==> src/rtl/pat_drive_pkg.sv <==
// Shared constants for the pattern-buffer drive path.
package pat_drive_pkg;

  localparam int DRIVE_WIDTH = 8;
  localparam int NUM_TWEAK   = 8;
  localparam int DELAY_WIDTH = 8;

  // Safe state: high-side gates are active-low, low-side gates active-high.
  localparam logic [DRIVE_WIDTH-1:0] P_OFF = '1;
  localparam logic [DRIVE_WIDTH-1:0] N_OFF = '0;

  localparam logic [7:0] FAULT_CNT_MAX = 8'hFF;

endpackage

==> src/rtl/drive_leg_guard.sv <==
// One output leg: shoot-through veto plus break-before-make on the
// registered gate pair. A side may only turn on once the opposite side's
// registered gate is observed off, which forces an all-off cycle on handover.
module drive_leg_guard (
  input  logic clk,
  input  logic reset,
  input  logic en,
  input  logic p_drv,     // active-low high-side request
  input  logic n_drv,     // active-high low-side request
  output logic p_out,
  output logic n_out,
  output logic conflict
);

  logic p_on_ok;
  logic n_on_ok;

  assign conflict = ~p_drv & n_drv;
  assign p_on_ok  = ~conflict & ~n_out;
  assign n_on_ok  = ~conflict & p_out;

  // Registered gates; anything not explicitly allowed falls to off.
  always_ff @(posedge clk) begin
    if (reset) begin
      p_out <= 1'b1;
      n_out <= 1'b0;
    end else begin
      p_out <= (en & p_on_ok) ? p_drv : 1'b1;
      n_out <= (en & n_on_ok) ? n_drv : 1'b0;
    end
  end

endmodule

==> src/rtl/drive_stage.sv <==
// Final registered gate stage after the pattern buffer: time-gated tweak
// lanes, per-leg shoot-through/break-before-make guard, sticky fault.
module drive_stage
  import pat_drive_pkg::*;
#(
  parameter int buffer_width = DRIVE_WIDTH,
  parameter int cnt_width    = 8
) (
  input  logic                    clk,
  input  logic                    reset,
  input  logic                    pwm,
  input  logic                    en,
  input  logic                    fault_clr,
  input  logic [buffer_width-1:0] p_drive,
  input  logic [buffer_width-1:0] n_drive,
  input  logic [7:0]              tweak_delay,
  input  logic [7:0]              tweak_sense,
  input  logic [buffer_width-1:0] tweak_drive_0,
  input  logic [buffer_width-1:0] tweak_drive_1,
  input  logic [buffer_width-1:0] tweak_drive_2,
  input  logic [buffer_width-1:0] tweak_drive_3,
  input  logic [buffer_width-1:0] tweak_drive_4,
  input  logic [buffer_width-1:0] tweak_drive_5,
  input  logic [buffer_width-1:0] tweak_drive_6,
  input  logic [buffer_width-1:0] tweak_drive_7,
  output logic [buffer_width-1:0] p_out,
  output logic [buffer_width-1:0] n_out,
  output logic [buffer_width-1:0] tweak_out_0,
  output logic [buffer_width-1:0] tweak_out_1,
  output logic [buffer_width-1:0] tweak_out_2,
  output logic [buffer_width-1:0] tweak_out_3,
  output logic [buffer_width-1:0] tweak_out_4,
  output logic [buffer_width-1:0] tweak_out_5,
  output logic [buffer_width-1:0] tweak_out_6,
  output logic [buffer_width-1:0] tweak_out_7,
  output logic                    fault,
  output logic [7:0]              fault_cnt
);

  logic                                  pwm_prev;
  logic                                  pwm_edge;
  logic [cnt_width-1:0]                  phase_cnt;
  logic [cnt_width-1:0]                  delay_ext;
  logic [NUM_TWEAK-1:0]                  active;
  logic [NUM_TWEAK-1:0][buffer_width-1:0] tweak_in;
  logic [NUM_TWEAK-1:0][buffer_width-1:0] tweak_q;
  logic [buffer_width-1:0]               conflict;
  logic                                  any_conf;

  assign pwm_edge  = pwm ^ pwm_prev;
  assign delay_ext = cnt_width'(tweak_delay);
  assign any_conf  = |conflict;

  assign tweak_in = {tweak_drive_7, tweak_drive_6, tweak_drive_5, tweak_drive_4,
                     tweak_drive_3, tweak_drive_2, tweak_drive_1, tweak_drive_0};

  assign tweak_out_0 = tweak_q[0];
  assign tweak_out_1 = tweak_q[1];
  assign tweak_out_2 = tweak_q[2];
  assign tweak_out_3 = tweak_q[3];
  assign tweak_out_4 = tweak_q[4];
  assign tweak_out_5 = tweak_q[5];
  assign tweak_out_6 = tweak_q[6];
  assign tweak_out_7 = tweak_q[7];

  // Phase timer: restarts on either pwm edge, saturates instead of wrapping
  // so late lanes stay on through long phases. Independent of en.
  always_ff @(posedge clk) begin
    if (reset) begin
      pwm_prev  <= 1'b0;
      phase_cnt <= '0;
    end else begin
      pwm_prev <= pwm;
      if (pwm_edge)
        phase_cnt <= '0;
      else if (phase_cnt != '1)
        phase_cnt <= phase_cnt + 1'b1;
    end
  end

  genvar k;
  generate
    for (k = 0; k < NUM_TWEAK; k++) begin : g_lane
      // sense=1: late lane (on from tweak_delay); sense=0: early lane.
      assign active[k] = tweak_sense[k] ? (phase_cnt >= delay_ext)
                                        : (phase_cnt <  delay_ext);

      // Registered tweak gate, forced off when disabled or outside window.
      always_ff @(posedge clk) begin
        if (reset)
          tweak_q[k] <= '0;
        else
          tweak_q[k] <= (en && active[k]) ? tweak_in[k] : '0;
      end
    end

    for (k = 0; k < buffer_width; k++) begin : g_leg
      drive_leg_guard u_leg (
        .clk      (clk),
        .reset    (reset),
        .en       (en),
        .p_drv    (p_drive[k]),
        .n_drv    (n_drive[k]),
        .p_out    (p_out[k]),
        .n_out    (n_out[k]),
        .conflict (conflict[k])
      );
    end
  endgenerate

  // Sticky fault (new conflict beats clear) and saturating conflict counter.
  // Conflicts only count while enabled; the counter clears on reset alone.
  always_ff @(posedge clk) begin
    if (reset) begin
      fault     <= 1'b0;
      fault_cnt <= '0;
    end else begin
      if (any_conf && en)
        fault <= 1'b1;
      else if (fault_clr)
        fault <= 1'b0;
      if (any_conf && en && fault_cnt != FAULT_CNT_MAX)
        fault_cnt <= fault_cnt + 8'd1;
    end
  end

endmodule
==> config.mk <==
export PLATFORM = sky130hd
export DESIGN_NAME = drive_stage
export DESIGN_NICKNAME = d
export VERILOG_FILES = /design/src/rtl/pat_drive_pkg.sv /design/src/rtl/drive_leg_guard.sv /design/src/rtl/drive_stage.sv
export SDC_FILE = /design/constraint.sdc
export NUM_CORES = 1
export LEC_CHECK = 0
export CORE_MARGIN = 1.5
export CORE_UTILIZATION = 42
export DETAILED_ROUTE_END_ITERATION = 8
export MAX_ROUTING_LAYER = met4
export PLACE_DENSITY = 0.85
export SKIP_LAST_GASP = 1
export SYNTH_ARGS = -nofsm -noshare
export SYNTH_HDL_FRONTEND = slang
export SYNTH_SLANG_ARGS = --single-unit
==> constraint.sdc <==
create_clock -name clk -period 4.9 [get_ports clk]
set_clock_uncertainty 0.1 [all_clocks]
set_input_delay 0.98 -clock clk [delete_from_list [all_inputs] [get_ports clk]]
set_output_delay 0.98 -clock clk [all_outputs]
set_load 0.005 [all_outputs]
==> summary.md <==
| Metric | Value |
|---|---|
| Total gr overflow | 0 |
| Slew @ Worst Pin | 759.3 ps |
| Nets | 625 |
| Max clock buf depth | 2 |
| TritonCTS clock tree | done |
| Ant. Diodes | 0 |
| Final WL | 9729 µm |
| Sequential share of the synthesized area | 54.73% |
| I/O Buffers | 189 |
| DR vias/cell | 5.103 |
| GP Congestion | 0.8563 |
| RSZ-0062 raised after global routing | false |
| Non-filler cells, final | 622 |
| Max Cap Viol | 0 |
| Worst-Skew Late Latency | 350 ps |
| Tot GR Track Use | 22.54% |
| Syn_area_per_cell | 10.70 µm² |
| Flops & latches, synth | 98 |
| Setup TNS | 0 ps |
| Via count | 3174 |
| Synth Area in Adders | 3.490% |
| Largest net degree at the start of global routing | 20 |
| DRC errors left | 0 |
| VDD IR-drop max | 179.4 µV |
| Max-slew headroom | 49.27% |
| Vias in the first global route | 3136 |
| Clk Tree Root Cell | clkbuf_8 |
| Mapped cell area | 3585 µm² |
| DP HPWL | 7706 µm |
| Main synth FF type | dfxtp_1 |
| Synth Area in XOR/XNOR | 1.222% |
| Post-synth top area cell | dfxtp_1 |
| CTS Buf Count | 9 |
| Syn_nets | 446 |
| Post-Synthesis Cells | 335 |
| Worst path bufs/invs | 1 |
| Critical path arrival | 3620 ps |
| Slowest stage cell, crit path | nor2b_1 |
| Post-synthesis mux area share | 0.5585% |
| First-pass GRT wire length | 14920 µm |
| Main combinational cell family by area after synthesis | simple AND/OR/NAND/NOR gates |
| Post-CTS Setup Repair Bufs | 0 |
| Die H | 95.39 µm |
| Top-count cell post-synth | dfxtp_1 |
| Warnings from Yosys | 0 |
| Crit path max fanout | 19 |
| Residual antenna-violating net count after detailed routing | 0 |
| Top Family by Delay on Critical Path | simple AND/OR/NAND/NOR gates |
| Crit path largest cell delay | 750 ps |
| Critical Path Source Type | input port |
| Simple-Gate Fraction of Synth Area | 28.52% |
| Starting density of the core | 43.41% |
| Final Instance Area | 5673 µm² |
| Rows | 33 |
| Number of antenna violations at the first check in global routing | 0 |
| CTS H-Tree Depth | 3 |
| Drt pass-1 iters | 4 |
| Max-slew violations | 0 |
| Top Ports | 190 |
| Top-area cell type share of the netlist area | 54.73% |
| Clock-pin slew on the worst setup and hold paths | 90 ps |
| Post-layout minimum cycle time | 3464 ps |
| Die area | 9098 µm² |
| PwrDens | 285.7 nW/µm² |
| Layout cells sized above 1 | 5.029% |
| Most instantiated cells after synthesis | 98 x dfxtp_1, 64 x nor3b_1, 20 x nor2_1 |
| P&R area growth vs syn | 58.25% |
| Cell Count Post-Placement | 608 |
| Post-synth EDFFs | 0 |
| Die X | 95.39 µm |
| Status | finished clean |
| Hold buffers post-CTS | 0 |
| Post-synthesis compound-gate area fraction | 6.318% |
| Max frequency | 0.2887 GHz |
| Leakage | 2.106 nW |
| DR iter-0 viols | 88 |
| Routed wire length per instance | 15.64 µm |
| # fillers | 648 |
| Synth area leaders | dfxtp_1 55%, nor3b_1 13%, ha_1 3.5% |
| Worst min path class | flip-flop to flip-flop |
| Final setup vio count | 0 |
| Yosys cell types | 39 |
| Resize count post-CTS | 0 |
| Clock Sink Count | 98 |
| Fin. Hold Viols | 0 |
| Placed cell areas | 5468 µm² |
| Required time worst endpoint | 5050 ps |
| Critical-path cell list | clkdlybuf4s50_1 -> nand2b_1 -> nor2b_1 -> a21oi_1 -> nor3b_1 |
| Ys async rst share | 0% |
| Crit end category | flip-flop |
| Period utilisation layout | 70.70% |
| WS Path Type | input port to flip-flop |
| Core area | 8258 µm² |
through the flow:
step | power (mW) | utilization (%) | worst slack (ps) | hold WS, ps
floorplan | 0.9361 | - | 2280 | 316.9
global placement | 1.091 | 66.21 | 1200 | 326.8
detailed placement | 1.098 | 66.21 | 1112 | 332.9
CTS | 1.639 | 68.70 | 1424 | 354.4
global route | 1.692 | 68.70 | 1209 | 379.2
finish | 1.621 | 68.70 | 1436 | 353.5
sequential cells by signal, summed over array words and instances, names as in the netlist:
register	flops
g_leg.u_leg.p_out	8
g_leg.u_leg.n_out	8
tweak_out_7	8
tweak_out_0	8
tweak_out_2	8
fault	1
tweak_out_4	8
tweak_out_6	8
tweak_out_3	8
tweak_out_1	8
tweak_out_5	8
pwm_prev	1
phase_cnt	8
fault_cnt	8
final timing paths:
kind,start,end,slack [ps],cells after the start
setup / recovery,reset,tweak_out_6[7],1440,5
hold / removal,g_leg[5].u_leg.n_out,g_leg[5].u_leg.p_out,350,1
setup reg to reg,phase_cnt[7],tweak_out_6[7],2320,6
hold reg to reg,g_leg[5].u_leg.n_out,g_leg[5].u_leg.p_out,350,1
metal layers:
layer  wire [µm]  track usage (%)  up-vias
met5           0                -        -
met4         161            7.843        0
met3         809            6.459       13
met2        4881            38.71      138
met1        3876            24.93     1497
li1            -                -     1526
logic make-up (layout without fill, tap and decap cells):
logic type | Yosys count | in the layout
compound gates | 33 | 33
xor+xnor | 5 | 5
fa+ha+maj | 10 | 10
buf+inv | 33 | 215
flops | 98 | 98
mux | 2 | 2
simple gates | 154 | 154
report_power, final:
part	internal (mW)	switching [mW]	total, mW
logic	0.155	0.0793	0.234
clock network	0.282	0.260	0.542
registers	0.830	0.0140	0.844
layout make-up:
cell class              count  area (µm²)  share of cell area (%)
clock buffers               9       123.9                   2.184
clock inverters             5       81.33                   1.434
inverters                  12       45.04                  0.7940
multi-input cells         204        1438                   25.34
flip-flops and latches     98        1962                   34.58
well taps                 105       131.4                   2.316
repair buffers            189        1892                   33.35
cells in the final DEF, fill, tap and decap left out, types with 2 or more instances in the layout:
master,n
clkdlybuf4s50_1,189
nand2_1,6
nand2b_1,9
clkbuf_8,9
a211oi_1,2
nor2_1,20
or4_1,9
or3_1,3
xnor2_1,2
dfxtp_1,98
inv_1,12
nand3_1,12
o21ai_0,4
mux2i_1,2
nand4_1,6
nor2b_1,4
xor2_1,3
nor3b_1,64
and3_1,5
bufinv_16,2
o2111ai_1,2
a21oi_1,16
nor3_1,4
nor3b_2,8
ha_1,10
Note: power is estimated with default switching activity, not from simulation.
